$ cat src/rtl/modmul_sequencer.sv
// Sequential modular multiplier: (a * b) mod (2^N - k) by MSB-first double-and-add,
// time-sharing one parallel-prefix modulo adder across the DBL and ADD steps.
module modmul_sequencer #(
    parameter int unsigned N = 8
) (
    input  logic         clk,
    input  logic         rst_n,
    input  logic         start,
    input  logic [N-1:0] a,
    input  logic [N-1:0] b,
    input  logic [N-1:0] k,
    output logic         ready,
    output logic         busy,
    output logic         done,
    output logic         err,
    output logic [N-1:0] result
);

    localparam int unsigned IW = (N > 1) ? $clog2(N) : 1;
    localparam int unsigned AW = N + 2;

    typedef enum logic [2:0] {
        S_IDLE,
        S_CHECK,
        S_DBL,
        S_ADD,
        S_DONE
    } state_t;

    state_t         state, state_d;
    logic [N-1:0]   a_reg, a_reg_d;
    logic [N-1:0]   b_reg, b_reg_d;
    logic [N-1:0]   k_reg, k_reg_d;
    logic [N-1:0]   acc, acc_d;
    logic [IW-1:0]  idx, idx_d;
    logic [N-1:0]   result_d;
    logic           err_d;
    logic           ready_d;
    logic           busy_d;
    logic           done_d;

    logic [N-1:0]   add_y_c;
    logic [N-1:0]   add_sum_c;
    logic [N:0]     mod_full_c;
    logic           a_oob_c;
    logic           b_oob_c;
    logic           bad_operands_c;

    // Kogge-Stone carry tree; operands are zero-extended so the top bit never carries out.
    function automatic logic [AW-1:0] prefix_add(input logic [AW-1:0] x, input logic [AW-1:0] y);
        logic [AW-2:0] g;
        logic [AW-2:0] p;
        logic [AW-1:0] h;
        g = x[AW-2:0] & y[AW-2:0];
        p = x[AW-2:0] ^ y[AW-2:0];
        h = x ^ y;
        for (int unsigned d = 1; d < AW - 1; d = d * 2) begin
            for (int unsigned i = AW - 2; i >= d; i--) begin
                g[i] = g[i] | (p[i] & g[i-d]);
                p[i] = p[i] & p[i-d];
            end
        end
        return h ^ {g, 1'b0};
    endfunction

    // (x + y) mod (2^N - k) for x, y < M: subtract M exactly when x + y + k reaches 2^N.
    function automatic logic [N-1:0] mod_add(input logic [N-1:0] x, input logic [N-1:0] y,
                                             input logic [N-1:0] kk);
        logic [AW-1:0] s;
        logic [AW-1:0] t;
        s = prefix_add({2'b00, x}, {2'b00, y});
        t = prefix_add(s, {2'b00, kk});
        return (t[AW-1:N] != 2'b00) ? t[N-1:0] : s[N-1:0];
    endfunction

    // Single shared adder: DBL feeds (acc, acc), ADD feeds (acc, a_reg or 0).
    always_comb begin
        add_y_c = acc;
        if (state == S_ADD) begin
            add_y_c = b_reg[idx] ? a_reg : '0;
        end
    end

    assign add_sum_c = mod_add(acc, add_y_c, k_reg);

    assign mod_full_c     = {1'b1, {N{1'b0}}} - {1'b0, k_reg};
    assign a_oob_c        = {1'b0, a_reg} >= mod_full_c;
    assign b_oob_c        = {1'b0, b_reg} >= mod_full_c;
    assign bad_operands_c = (k_reg == {N{1'b1}}) ||
                            ((k_reg != '0) && (a_oob_c || b_oob_c));

    always_comb begin
        state_d  = state;
        a_reg_d  = a_reg;
        b_reg_d  = b_reg;
        k_reg_d  = k_reg;
        acc_d    = acc;
        idx_d    = idx;
        result_d = result;
        err_d    = err;

        case (state)
            S_IDLE: begin
                if (start) begin
                    a_reg_d  = a;
                    b_reg_d  = b;
                    k_reg_d  = k;
                    acc_d    = '0;
                    idx_d    = IW'(N - 1);
                    result_d = '0;
                    err_d    = 1'b0;
                    state_d  = S_CHECK;
                end
            end
            S_CHECK: begin
                if (bad_operands_c) begin
                    err_d   = 1'b1;
                    state_d = S_DONE;
                end else begin
                    state_d = S_DBL;
                end
            end
            S_DBL: begin
                acc_d   = add_sum_c;
                state_d = S_ADD;
            end
            S_ADD: begin
                acc_d = add_sum_c;
                if (idx == '0) begin
                    result_d = add_sum_c;
                    state_d  = S_DONE;
                end else begin
                    idx_d   = idx - 1'b1;
                    state_d = S_DBL;
                end
            end
            S_DONE: begin
                state_d = S_IDLE;
            end
            default: begin
                state_d = S_IDLE;
            end
        endcase

        ready_d = (state_d == S_IDLE);
        busy_d  = (state_d == S_CHECK) || (state_d == S_DBL) || (state_d == S_ADD);
        done_d  = (state_d == S_DONE);
    end

    always_ff @(posedge clk) begin
        if (!rst_n) begin
            state  <= S_IDLE;
            a_reg  <= '0;
            b_reg  <= '0;
            k_reg  <= '0;
            acc    <= '0;
            idx    <= '0;
            result <= '0;
            err    <= 1'b0;
            ready  <= 1'b1;
            busy   <= 1'b0;
            done   <= 1'b0;
        end else begin
            state  <= state_d;
            a_reg  <= a_reg_d;
            b_reg  <= b_reg_d;
            k_reg  <= k_reg_d;
            acc    <= acc_d;
            idx    <= idx_d;
            result <= result_d;
            err    <= err_d;
            ready  <= ready_d;
            busy   <= busy_d;
            done   <= done_d;
        end
    end

endmodule
$ cat config.mk
export PLATFORM = sky130hd
export DESIGN_NAME = modmul_sequencer
export DESIGN_NICKNAME = d
export VERILOG_FILES = /design/src/rtl/modmul_sequencer.sv
export SDC_FILE = /design/constraint.sdc
export NUM_CORES = 1
export LEC_CHECK = 0
export BUFFER_PORTS_ARGS = -buffer_cell sky130_fd_sc_hd__buf_2
export CORE_MARGIN = 2
export CORE_UTILIZATION = 58
export CTS_CLUSTER_DIAMETER = 150
export CTS_CLUSTER_SIZE = 16
export DETAILED_ROUTE_END_ITERATION = 12
export PLACE_DENSITY = 0.88
export SYNTH_ARGS = -nofsm -noshare
export SYNTH_HDL_FRONTEND = slang
export SYNTH_SLANG_ARGS = --single-unit
$ cat constraint.sdc
create_clock -name clk -period 5.6 [get_ports clk]
set_input_delay 0.84 -clock clk [delete_from_list [all_inputs] [get_ports clk]]
set_output_delay 0.84 -clock clk [all_outputs]
set_load 0.02 [all_outputs]
* Yosys cells after proc, flatten, opt, wreduce, memory -nomap -nowiden
Index checks and enable logic that the tools add are counted.
** Word-level totals
- Output and inout bits :: 12
- Register bits :: 50
- Word-level logic and storage cells :: 184
** Operators by class
- Reduce and logical (&&, ||, !) cells :: 19
- Add/sub/neg operators :: 2
- Bitwise logic cells :: 118
- Order comparisons :: 3
- Multiplexer cells :: 19
- Equal/unequal tests :: 12
** Operators with widths (number)
- bitwise AND 1 bit :: 66
- OR 1 bit :: 41
- 2-to-1 mux 8 bit :: 5
- case mux 8 bit (2 select lines) :: 2
- greater-or-equal comparator 8 x 9 -> 1 bit :: 2
- XOR 8 bit :: 2
- 2-to-1 mux 3 bit :: 5
- equality test 3 x 2 -> 1 bit, second input constant :: 4
- case mux 3 bit (4 select lines) :: 1
- XOR 10 bit :: 1
- XOR 10 x 8 -> 10 bit :: 1
- XOR 8 x 10 -> 10 bit :: 1
- bitwise AND 9 x 8 -> 9 bit :: 1
- zero test 3 bit :: 3
- AND reduction 3 bit :: 3
- subtractor 9 x 8 -> 9 bit, first input constant :: 1
- XOR 9 x 8 -> 9 bit :: 1
- bitwise AND 8 bit :: 1
- equality test 8 bit, second input constant :: 1
- nonzero test 2 bit :: 4
- nonzero test 8 bit :: 1
- equality test 3 x 1 -> 1 bit, second input constant :: 2
- inequality test 2 bit, second input constant :: 3
- case mux 3 bit (2 select lines) :: 1
- 13 further kinds :: 20

* Depth between registers and ports, before layout
Gate-level depths: netlist of the first run.
- Depth in word-level cells :: 26
- Mapped depth :: 20

* Worst setup path after synthesis of the first run
No wires, ideal clock.
- Path type :: reg2reg
- Start :: register idx[0]
- End :: register acc[1]
- Data arrival time :: 4.437 ns
- Path slack :: 1.046 ns
- Cell stages (with the launch flop) :: 17
- Buffers on the path :: 0
- Data required time :: 5.483 ns
- Cells stage by stage :: dfxtp_1 mux4_2 mux2i_1 nor2_1 a22o_1 ha_1 and3_1 a221o_1 or4_1 o311ai_0 xnor2_1 ha_1 o211ai_1 or4_4 a21oi_4 mux2i_1 a32o_1
** On the way
- Longest elaborated chain between the ends :: 22
- Elaborated cells on any way between the ends :: 111
** RTL lines
- start, declared :: RTL line 35 : logic [IW-1:0] idx, idx_d;
- start signal, assigned :: RTL line 169 : idx <= idx_d;
- binary-select mux 1 bit (select 3 bit) * :: RTL line 80 : add_y_c = b_reg[idx] ? a_reg : '0;
- 2-to-1 mux 1 bit (not written as such) * :: RTL line 80
- 2-to-1 mux 8 bit * :: RTL line 80
- 2-to-1 mux 8 bit * :: RTL line 79 : if (state == S_ADD) begin
- XOR 8 bit / bitwise AND 8 bit (equally long branches) :: RTL line 55, 56, 54
- bitwise AND 1 bit :: RTL line 59 : g[i] = g[i] | (p[i] & g[i-d]);
- OR 1 bit :: RTL line 59
- bitwise AND 1 bit :: RTL line 59
- [... 5 more ...]
- bitwise AND 1 bit, or another cell as far along :: RTL line 59
- OR 1 bit, or another cell as far along (2 in series) :: RTL line 59
- OR 1 bit / bitwise AND 1 bit (equally long branches) :: RTL line 59
- OR 1 bit :: RTL line 59
- XOR 10 bit :: RTL line 63 : return h ^ {g, 1'b0};
- nonzero test 2 bit :: RTL line 73 : return (t[AW-1:N] != 2'b00) ? t[N-1:0] : s[N-1:0];
- 2-to-1 mux 8 bit * :: RTL line 73
- case mux 8 bit (2 select lines) * :: RTL line 102 : case (state)
- end signal, assigned :: RTL line 156 : acc <= '0;
- end signal, assigned :: RTL line 168 : acc <= acc_d;
- end, declared :: RTL line 34 : logic [N-1:0] acc, acc_d;
Every way passes the cells marked *; elsewhere a longest branch is shown, timed or not. The select of a mux whose other input is x is not followed.
A chain may end at the register's enable or synchronous reset.

* Worst setup path in the final report of the first run
- Start :: register state[1]
- End :: register result[1]
** On the way
- Longest elaborated chain between the ends :: 21
- Elaborated cells on any way between the ends :: 115
** RTL lines
- start, declared :: RTL line 30 : state_t state, state_d;
- start signal, assigned :: RTL line 164 : state <= state_d;
- equality test 3 x 2 -> 1 bit :: RTL line 79, 102
- 2-to-1 mux 8 bit :: RTL line 79
- XOR 8 bit / bitwise AND 8 bit (equally long branches) :: RTL line 55, 56, 54
- bitwise AND 1 bit :: RTL line 59
- OR 1 bit :: RTL line 59
- bitwise AND 1 bit :: RTL line 59
- OR 1 bit :: RTL line 59
- bitwise AND 1 bit / OR 1 bit (equally long branches) :: RTL line 59
- [... 4 more ...]
- OR 1 bit, or another cell as far along (2 in series) :: RTL line 59
- OR 1 bit / bitwise AND 1 bit (equally long branches) :: RTL line 59
- OR 1 bit :: RTL line 59
- XOR 10 bit :: RTL line 63
- nonzero test 2 bit :: RTL line 73
- 2-to-1 mux 8 bit :: RTL line 73
- 2-to-1 mux 8 bit :: RTL line 129 : if (idx == '0) begin
- case mux 8 bit (2 select lines) :: RTL line 102
- end signal, assigned :: RTL line 170 : result <= result_d;
- end, declared :: RTL line 16 : output logic [N-1:0] result
Parallel ways exist; a longest one is shown, timed or not. The select of a mux whose other input is x is not followed.

==> results.rst, run 1 <==
.. list-table::
   :header-rows: 1

   * - Metric
     - Value
   * - CP Data Required Time
     - roughly 5.9 ns
   * - Total power density per cell area
     - 300 nW/µm²
   * - Reg power frac
     - a little over two fifths
   * - Max-slew headroom at the worst pin
     - between 30% and 40%
   * - Path class of the lowest-slack min-delay path
     - flop to flop
   * - Max-cap violations
     - 0
   * - Starting density of the core
     - 60.8%
   * - Slowest cell delay on critical path
     - 0.57 ns
   * - DR DRC count
     - 0
   * - HPWL after detailed placement
     - 5.76 mm
   * - Length of routed wiring on met1
     - approximately 3.1 mm
   * - Number of design-rule violations left by the first detailed-router iteration
     - 134
   * - Max frequency
     - 193 MHz
   * - Length of routed met3 wiring
     - 337 µm
   * - Maximum buffer depth of the clock tree
     - 2
   * - Synth area leaders
     - sky130_fd_sc_hd__dfxtp_1 32%, sky130_fd_sc_hd__ha_1 14%, sky130_fd_sc_hd__nand2_1 9.1%
   * - Register bit count reported by yosys
     - 50
   * - Peak supply drop
     - about 0.25 mV
   * - Post-DR vias/cell
     - 6.01
   * - Routed WL per cell
     - 15.4 µm
   * - Commonest non-fill, non-tap cells in the layout
     - 76 x sky130_fd_sc_hd__nand2_1, 50 x sky130_fd_sc_hd__dfxtp_1, 38 x sky130_fd_sc_hd__buf_2
   * - Top layer used by detailed routing
     - met4
   * - Post-route non-filler standard cell count
     - 476
   * - Part of the Yosys area used for sequential elements
     - 32.0%
   * - Post-Syn Area
     - 3120 µm²
   * - I/O Pins
     - 39
   * - Total GRT Usage
     - between 20% and 30%
   * - Worst Setup Path Type
     - flop to flop
   * - Warnings from Yosys
     - 0
   * - Time the worst path needs with I/O delays and setup
     - slightly above 5 ns
   * - Dominant register cell in the synthesized netlist
     - sky130_fd_sc_hd__dfxtp_1
   * - Number of nets in the layout
     - 468
   * - Routed Wire Length
     - between 7 and 8 mm
   * - Depth of the CTS H-tree
     - 2
   * - Global-route wire length before repair
     - 12.4 mm
   * - Area of the placeable core
     - 5140 µm²
   * - Worst Setup End Kind
     - flop
   * - Number of failing setup endpoints in the final timing report
     - 0
   * - Leftover overflow at the end of global routing
     - 0
   * - Root Buffer Master
     - sky130_fd_sc_hd__clkbuf_8
   * - Final count of pins violating max slew
     - 0
   * - RSZ-0062 raised after global routing
     - false
   * - Synthesized Nets
     - 431
   * - Relative contribution of the clock network to total power
     - 21.3%
   * - Number of antenna violations at the first check in global routing
     - 0
   * - Most common cell after layout, fill and taps aside
     - sky130_fd_sc_hd__nand2_1
   * - Synth Instances
     - 368
   * - Comb pwr share
     - 35.3%
   * - First-pass detailed-route iteration total
     - 4
   * - Placement Rows
     - 26
   * - Cell-internal power
     - 645 µW
   * - Worst-path clk slew
     - 0.09 ns
   * - Nature of the critical path startpoint
     - flop
   * - EDFF count, synth
     - 0
   * - Net switching power of the design
     - 399 µW
   * - Die height
     - 77.4 µm
   * - Clk sinks
     - 50
   * - Cell type with the largest total area after synthesis
     - sky130_fd_sc_hd__dfxtp_1
   * - Avg Synthesized Cell Area
     - 8.49 µm²
   * - Critical path's slowest cell
     - sky130_fd_sc_hd__or4_4
   * - Clock latency on the worst-skew pair
     - 0.31 ns
   * - CTS tree
     - done
   * - Final hold violation count
     - 0
   * - Final setup skew
     - 0.00561 ns
   * - Port buffer count
     - 38
   * - Placed instance count
     - 468
   * - Leakage power figure
     - between 0.0015 and 0.002 µW
   * - Routability-driven placement congestion ratio
     - approximately 0.9
   * - Cells along the critical path
     - nor2b_1, nand2_1, nor2_2, a22o_1, ha_1, inv_1, fa_1, and2b_1, o21a_1, nor2_1, xnor2_1, ha_1, o21a_1, o31a_2, o211ai_1, or4_4, a21oi_4, mux2i_1, a32o_1
   * - Via count
     - 2859
   * - Floorplan die area
     - 5990 µm²
   * - Proportion of netlist area held by the largest area contributor
     - 32.0%
   * - Result of the run
     - completed
   * - Detail Route Antenna Nets
     - 0
   * - Period utilization
     - 92.5%
   * - Hold-fix buffers at CTS
     - 0
   * - Number of global-route vias before repair
     - 2730
   * - Final Core Density
     - 67.7%
   * - Antenna diode instance count
     - 0
   * - Number of unique standard cell types used by synthesis
     - 48
   * - Transition at the pin with the smallest max-transition slack
     - 1.03 ns
   * - Max Fanout on Critical Path
     - 11
   * - Post-Route Setup TNS
     - 0 ns
   * - Layout cells sized above 1
     - 13.5%
   * - Die width
     - 77.4 µm
   * - Layout overhead on the synthesized area
     - 11.4%
   * - Detailed-routed wire length on met2
     - ~3.7 mm
   * - CP arrival
     - around 5.4 ns
   * - Pin count of the biggest net entering global routing
     - 35
   * - Number of buffers created by CTS
     - 5
   * - Share of async-settable or async-resettable flops after synthesis
     - 0%
   * - Switching share of total power
     - 38.2%
[timing repair]
| action | in CTS | in global routing |
|---|---|---|
| gates resized for setup | 0 | 1 |
| endpoints found under the setup margin | 0 | 4 |
| setup buffers | 0 | 0 |
| endpoints found under the hold margin | 0 | 0 |
[worst max-delay path: cells and delay by family, from the launching register on]
family | cells | cell delay (ns)
and+or+nand+nor | 6 | 1.84
AOI/OAI and AO/OA | 7 | 1.30
adders and majority gates | 3 | 0.95
DFF | 1 | 0.49
muxes | 1 | 0.31
xor gates and xnor gates | 1 | 0.16
buffers and inverters | 1 | 0.07
[layout make-up]
class / instances / area, µm²
inverters: 16 / 60.1
clock inverters: 2 / 12.5
multi-input cells: 293 / 2040
fillers: 451 / 1660
repair buffers: 39 / 198
flip-flops and latches: 50 / 1000
well taps: 70 / 87.6
clock buffers: 6 / 82.6
[logic make-up after synthesis]
| logic type | synth area share, % |
|---|---|
| buffers and inverters | 3.00 |
| adder cells (fa/ha/maj) | 14.9 |
| AND/OR/NAND/NOR | 19.0 |
| AO/OA/AOI/OAI | 21.9 |
| flip-flops | 32.0 |
| multiplexers | 4.65 |
| XOR/XNOR | 4.49 |
[Yosys cell counts, types with 8 or more instances]
library cell,instances
sky130_fd_sc_hd__a21boi_0,25
sky130_fd_sc_hd__clkbuf_1,9
sky130_fd_sc_hd__a22o_1,8
sky130_fd_sc_hd__inv_1,16
sky130_fd_sc_hd__xnor2_1,11
sky130_fd_sc_hd__nor2_1,16
sky130_fd_sc_hd__dfxtp_1,50
sky130_fd_sc_hd__ha_1,34
sky130_fd_sc_hd__a21oi_1,9
sky130_fd_sc_hd__o21ai_0,25
sky130_fd_sc_hd__mux2i_1,10
sky130_fd_sc_hd__nand2_1,76
[path summary, 6_finish.rpt]
kind / start / to / slack, ns / cells past startpoint
min reg2reg: result[5] / result[5] / 0.45 / 2
max: state[1] / result[1] / 0.42 / 19
min: result[5] / result[5] / 0.45 / 2
max reg2reg: state[1] / result[1] / 0.42 / 19
[per-stage QoR]
stage               area, µm²  hold slack (ns)  power (µW)  worst slack [ns]
floorplan                3120            0.454         717              1.05
global placement         3380            0.432         803             0.630
detailed placement       3380            0.438         827             0.447
CTS                      3480            0.460        1040             0.379
global route             3480            0.513        1120             0.103
finish                   3480            0.455        1040             0.420
[power groups by stage]
| stage | clock, µW | sequential [µW] | combinational (µW) |
|---|---|---|---|
| global placement | 0 | 458 | 345 |
| detailed placement | 0 | 460 | 366 |
| floorplan | 0 | 449 | 267 |
| CTS | 223 | 452 | 368 |
| global route | 239 | 460 | 421 |
| finish | 222 | 453 | 368 |
[layer usage]
layer  up-vias  global-route usage [%]
met5         -                       0
met2        91                    45.6
met4         0                    10.4
met1      1348                    30.5
li1       1392                       -
met3        28                    6.05
Power figures use the tool's default switching activity.
==> run 2: changes to the inputs <==
- BUFFER_PORTS_ARGS: -buffer_cell sky130_fd_sc_hd__buf_2 -> not set
- CORE_UTILIZATION: 58 -> 64
- DONT_BUFFER_PORTS: not set -> 1
==> run 2 against run 1 <==
  * Count of clock-buffer cells in the layout unchanged
  * Critical endpoint is now result[4]
  * Utilization is 1.9 points higher
  * Register-to-register slack improved by 0.06 ns
  * Largest power group unchanged
  * Hold slack better by 0.038 ns
  * Sequential share of layout area up 1.7 points
  * Flip-flop and latch count did not move
==> results.rst, run 2 (same netlist as run 1, synthesis figures left out) <==
.. list-table::
   :header-rows: 1

   * - Metric
     - Value
   * - Via count
     - 2646
   * - Most used routing layer
     - met2
   * - Number of buffers created by CTS
     - 5
   * - Starting density of the core
     - 66.1%
   * - Worst-path clk slew
     - around 0.1 ns
   * - Net switching power of the design
     - 395 µW
   * - Number of global-route vias before repair
     - 2578
   * - Root Buffer Master
     - sky130_fd_sc_hd__clkbuf_8
   * - Routed Wire Length
     - 7.10 mm
   * - Routability-driven placement congestion ratio
     - 0.970
   * - Max Fanout on Critical Path
     - 11
   * - Total GRT Usage
     - 28.1%
   * - Path class of the lowest-slack min-delay path
     - flop to flop
   * - Global-route track usage on met2
     - 48.7%
   * - Post-route non-filler standard cell count
     - 435
   * - Pin count of the biggest net entering global routing
     - 35
   * - Met3 track demand over resource
     - approximately 3.8%
   * - RSZ-0062 raised after global routing
     - false
   * - Detail Route Antenna Nets
     - 0
   * - Peak supply drop
     - 0.185 mV
   * - Leakage power figure
     - about 0.0014 µW
   * - Port buffer count
     - 0
   * - Depth of the CTS H-tree
     - 2
   * - Placed instance count
     - 427
   * - Die width
     - between 70 and 80 µm
   * - Layout cells sized above 1
     - 4.62%
   * - Number of design-rule violations left by the first detailed-router iteration
     - 146
   * - Clock latency on the worst-skew pair
     - 0.31 ns
   * - Max frequency
     - 195 MHz
   * - Hold-fix buffers at CTS
     - 0
   * - CP Data Required Time
     - 5.80 ns
   * - I/O Pins
     - 39
   * - Period utilization
     - 91.5%
   * - Result of the run
     - completed
   * - Global-route track usage on met1
     - 33.3%
   * - Total power density per cell area
     - 313 nW/µm²
   * - Number of nets in the layout
     - 430
   * - Worst Setup End Kind
     - flop
   * - Global-route wire length before repair
     - 11.6 mm
   * - DR DRC count
     - 0
   * - Final count of pins violating max slew
     - 0
   * - Layout overhead on the synthesized area
     - 5.29%
   * - Routed WL per cell
     - between 15 and 20 µm
   * - Nature of the critical path startpoint
     - flop
   * - CP arrival
     - 5.32 ns
   * - Comb pwr share
     - 32.7%
   * - Clk sinks
     - 50
   * - Area of the placeable core
     - between 4000 and 5000 µm²
   * - Maximum buffer depth of the clock tree
     - 2
   * - Commonest non-fill, non-tap cells in the layout
     - 76 x sky130_fd_sc_hd__nand2_1, 50 x sky130_fd_sc_hd__dfxtp_1, 34 x sky130_fd_sc_hd__ha_1
   * - Max-cap violations
     - 0
   * - Most common cell after layout, fill and taps aside
     - sky130_fd_sc_hd__nand2_1
   * - Number of antenna violations at the first check in global routing
     - 0
   * - HPWL after detailed placement
     - 5.56 mm
   * - Final hold violation count
     - 0
   * - Worst Setup Path Type
     - flop to flop
   * - CTS tree
     - done
   * - Max-slew headroom at the worst pin
     - 31.4%
   * - Transition at the pin with the smallest max-transition slack
     - 1.03 ns
   * - Leftover overflow at the end of global routing
     - 0
   * - Final setup skew
     - between 0.007 and 0.008 ns
   * - Antenna diode instance count
     - 0
   * - Die height
     - 73.9 µm
   * - Relative contribution of the clock network to total power
     - approximately 22%
   * - Time the worst path needs with I/O delays and setup
     - 5.12 ns
   * - Post-Route Setup TNS
     - 0 ns
   * - Post-DR vias/cell
     - 6.08
   * - First-pass detailed-route iteration total
     - 4
   * - Reg power frac
     - 45.1%
   * - Number of failing setup endpoints in the final timing report
     - 0
   * - Final Core Density
     - 69.6%
   * - Placement Rows
     - 25
   * - Switching share of total power
     - 38.4%
   * - Cell-internal power
     - 635 µW
   * - Floorplan die area
     - 5460 µm²
[run 2: cell types whose count changed in the layout (fill, tap and decap cells not counted)]
cell	previous run	this run
sky130_fd_sc_hd__clkinv_2	1	0
sky130_fd_sc_hd__buf_2	38	0
sky130_fd_sc_hd__inv_6	0	1
[run 2: layout make-up]
cell class | instances | area [µm²]
Multi-Input combinational cell | 293 | 2040
Sequential cell | 50 | 1000
Fill cell | 366 | 1430
Clock buffer | 6 | 82.6
Inverter | 16 | 60.1
Tap cell | 67 | 83.8
Timing Repair Buffer | 1 | 7.51
Clock inverter | 2 | 16.3
[run 2: path summary, 6_finish.rpt]
path / startpoint / to / slack [ns] / cells past startpoint
worst max-delay path: state[1] / result[4] / 0.48 / 19
worst min-delay path: b_reg[1] / b_reg[1] / 0.49 / 2
worst max register to register: state[1] / result[4] / 0.48 / 19
worst min register to register: b_reg[1] / b_reg[1] / 0.49 / 2
[run 2: metrics by stage]
| step | total power (µW) | instance area (µm²) | hold slack (ns) | setup slack [ns] |
|---|---|---|---|---|
| after floorplan | 717 | 3120 | 0.454 | 1.05 |
| after global placement | 782 | 3190 | 0.476 | 0.611 |
| after detailed placement | 802 | 3190 | 0.484 | 0.458 |
| after CTS | 1030 | 3290 | 0.497 | 0.393 |
| after global routing | 1100 | 3290 | 0.517 | 0.127 |
| final | 1030 | 3290 | 0.493 | 0.476 |
[run 2: repair_timing]
item                                   in CTS  in global routing
buffers inserted                            0                  0
endpoints found under the hold margin       0                  0
gates resized for setup                     0                  1
setup endpoints to repair                   0                  2
[run 2: power by group through the flow]
stage / Combinational, µW / Sequential [µW] / Clock (µW)
2_1_floorplan: 267 / 449 / 0
6_report: 337 / 464 / 229
5_1_grt: 380 / 469 / 246
3_5_place_dp: 331 / 471 / 0
3_3_place_gp: 313 / 469 / 0
4_1_cts: 335 / 463 / 233
[run 2: critical path: stages, from the launching register on]
cell and delay, ns:
sky130_fd_sc_hd__dfxtp_1 0.47, sky130_fd_sc_hd__nor2b_1 0.36, sky130_fd_sc_hd__nand2_1 0.32, sky130_fd_sc_hd__nor2_2 0.35, sky130_fd_sc_hd__a22o_1 0.18, sky130_fd_sc_hd__ha_1 0.15, sky130_fd_sc_hd__inv_1 0.05, sky130_fd_sc_hd__fa_1 0.39
sky130_fd_sc_hd__and2b_1 0.23, sky130_fd_sc_hd__o21a_1 0.12, sky130_fd_sc_hd__nor2_1 0.04, sky130_fd_sc_hd__xnor2_1 0.16, sky130_fd_sc_hd__ha_1 0.36, sky130_fd_sc_hd__o21a_1 0.15, sky130_fd_sc_hd__o31a_2 0.17, sky130_fd_sc_hd__o211ai_1 0.12
sky130_fd_sc_hd__or4_4 0.56, sky130_fd_sc_hd__a21oi_4 0.36, sky130_fd_sc_hd__mux2i_1 0.36, sky130_fd_sc_hd__o21ai_0 0.12
[run 2: layer usage]
metal	part of all wire, %	vias to the layer above
li1	-	1310
met1	43	1238
met2	49	77
met3	4.9	21
met4	3.3	0
met5	0	-
==> run 3: changes to the inputs <==
--- a/constraint.sdc
+++ b/constraint.sdc
@@ -3,2 +3,2 @@
 set_output_delay 0.84 -clock clk [all_outputs]
-set_load 0.02 [all_outputs]
+set_load 0.1 [all_outputs]
==> run 3 against run 2 <==
  * Clock skew about the same
  * Clock power increased by 17%
  * First-iteration DRC count decreased by 21%
  * Largest cell class unchanged
  * Largest power group unchanged
==> results.rst, run 3 (same netlist as run 1, synthesis figures left out) <==
.. list-table::
   :header-rows: 1

   * - Metric
     - Value
   * - Result of the run
     - completed
   * - Total GRT Usage
     - 27.7%
   * - Number of antenna violations at the first check in global routing
     - 0
   * - Worst slack, placed
     - 0.533 ns
   * - Number of design-rule violations left by the first detailed-router iteration
     - roughly 120
   * - Comb pwr share
     - ~30%
   * - Relative contribution of the clock network to total power
     - 24.1%
   * - Depth of the CTS H-tree
     - 2
   * - Global-route wire length before repair
     - 11.5 mm
   * - Most common cell after layout, fill and taps aside
     - sky130_fd_sc_hd__nand2_1
   * - Number of failing setup endpoints in the final timing report
     - 0
   * - Routed Wire Length
     - 7.16 mm
   * - Commonest non-fill, non-tap cells in the layout
     - 76 x sky130_fd_sc_hd__nand2_1, 50 x sky130_fd_sc_hd__dfxtp_1, 34 x sky130_fd_sc_hd__ha_1
   * - Post-Route Setup TNS
     - 0 ns
   * - Worst Setup End Kind
     - flop
   * - Clock latency on the worst-skew pair
     - approximately 0.32 ns
   * - Final count of pins violating max slew
     - 0
   * - Max-cap violations
     - 0
   * - Detail Route Antenna Nets
     - 0
   * - Layout overhead on the synthesized area
     - 5.81%
   * - Resize count post-CTS
     - 0
   * - Worst-path clk slew
     - ~0.1 ns
   * - Setup Fix Bufs, Post-CTS
     - 0
   * - Number of nets in the layout
     - between 400 and 500
   * - Time the worst path needs with I/O delays and setup
     - 5.16 ns
   * - Max-slew headroom at the worst pin
     - between 20% and 30%
   * - Peak supply drop
     - 0.222 mV
   * - Final hold violation count
     - 0
   * - DR DRC count
     - 0
   * - Routed WL per cell
     - 16.5 µm
   * - Reg power frac
     - between 40 and 50%
   * - Number of buffers created by CTS
     - 5
   * - Via count
     - ~2700
   * - Power Total
     - 1120 µW
   * - Leftover overflow at the end of global routing
     - 0
   * - CP arrival
     - 5.36 ns
   * - Pin count of the biggest net entering global routing
     - 35
   * - RSZ-0062 raised after global routing
     - false
   * - Max Fanout on Critical Path
     - 11
   * - Post-route non-filler standard cell count
     - 435
   * - Port buffer count
     - 0
   * - Path class of the lowest-slack min-delay path
     - flop to flop
   * - Leakage power figure
     - 0.00142 µW
   * - Placement Rows
     - 25
   * - First-pass detailed-route iteration total
     - 5
   * - Maximum buffer depth of the clock tree
     - 2
   * - Layout cells sized above 1
     - 4.35%
   * - Transition at the pin with the smallest max-transition slack
     - ~1.1 ns
   * - Hold-fix buffers at CTS
     - 0
   * - Total power density per cell area
     - ~340 nW/µm²
   * - Worst Setup Path Type
     - flop to flop
   * - Switching share of total power
     - around 40%
   * - Cell-internal power
     - 669 µW
   * - Clk sinks
     - 50
   * - Final setup skew
     - 0.00835 ns
   * - I/O Pins
     - 39
   * - Die height
     - 73.9 µm
   * - Post-DR vias/cell
     - 6.11
   * - Root Buffer Master
     - sky130_fd_sc_hd__clkbuf_8
   * - CTS tree
     - done
   * - Starting density of the core
     - about two thirds
   * - Number of global-route vias before repair
     - 2535
   * - Routability-driven placement congestion ratio
     - roughly 0.97
   * - CP Data Required Time
     - 5.80 ns
   * - Fin worst setup slack
     - 0.441 ns
   * - HPWL after detailed placement
     - about 5.6 mm
   * - Nature of the critical path startpoint
     - flop
   * - Antenna diode instance count
     - 0
   * - Number of fill cells in the layout
     - 368
   * - Final Core Density
     - 70.0%
   * - Placed instance count
     - 427
   * - Die width
     - 73.9 µm
   * - Net switching power of the design
     - 447 µW
   * - Floorplan die area
     - 5460 µm²
   * - Area of the placeable core
     - 4720 µm²
   * - Period utilization
     - 92.1%
   * - Max frequency
     - 194 MHz
## run 3: final timing paths
path	startpoint	slack (ns)	cells after the start	to
worst min-delay path	a_reg[6]	0.49	2	a_reg[6]
worst max register to register	state[1]	0.44	19	result[2]
worst max-delay path	state[1]	0.44	19	result[2]
worst min register to register	a_reg[6]	0.49	2	a_reg[6]
## run 3: power groups by stage
stage | registers, µW | clock network (µW) | logic [µW]
after CTS | 512 | 272 | 334
after global placement | 518 | 0 | 313
after detailed placement | 520 | 0 | 332
final | 513 | 269 | 334
after global routing | 519 | 285 | 379
after floorplan | 498 | 0 | 267
## run 3: worst max-delay path, stage by stage (launching register included)
cell and delay (ns):
sky130_fd_sc_hd__dfxtp_1 0.46, sky130_fd_sc_hd__nor2b_1 0.29, sky130_fd_sc_hd__nand2_1 0.27, sky130_fd_sc_hd__nor2_1 0.46
sky130_fd_sc_hd__a22o_1 0.20, sky130_fd_sc_hd__ha_1 0.16, sky130_fd_sc_hd__inv_1 0.05, sky130_fd_sc_hd__fa_1 0.38
sky130_fd_sc_hd__and2b_1 0.23, sky130_fd_sc_hd__o21a_1 0.11, sky130_fd_sc_hd__nor2_1 0.05, sky130_fd_sc_hd__xnor2_1 0.16
sky130_fd_sc_hd__ha_1 0.36, sky130_fd_sc_hd__o21a_1 0.14, sky130_fd_sc_hd__o31a_2 0.17, sky130_fd_sc_hd__o211ai_1 0.12
sky130_fd_sc_hd__or4_4 0.56, sky130_fd_sc_hd__a21oi_4 0.36, sky130_fd_sc_hd__mux2i_1 0.38, sky130_fd_sc_hd__o21ai_0 0.13
## run 3: layout make-up
type / count / area (µm²) / share of cell area, %
inverters: 16 / 60.1 / 1.82
repair buffers: 1 / 7.51 / 0.227
clock inverters: 3 / 48.8 / 1.48
multi-input cells: 293 / 2040 / 61.6
clock buffers: 5 / 68.8 / 2.08
flip-flops and latches: 50 / 1000 / 30.3
well taps: 67 / 83.8 / 2.54
## run 3: metal layers
layer | up-vias | GRT usage, % | routed length, µm
li1 | 1312 | - | -
met1 | 1255 | 34.2 | 3090
met2 | 81 | 48.7 | 3610
met5 | - | 0 | 0
met4 | 0 | 9.90 | 112
met3 | 10 | 3.84 | 344
## run 3: stage by stage
| stage | cell area (µm²) | hold slack (ns) |
|---|---|---|
| after floorplan | 3120 | 0.454 |
| after global placement | 3190 | 0.476 |
| after detailed placement | 3190 | 0.482 |
| after CTS | 3310 | 0.496 |
| after global routing | 3310 | 0.531 |
| final | 3310 | 0.494 |
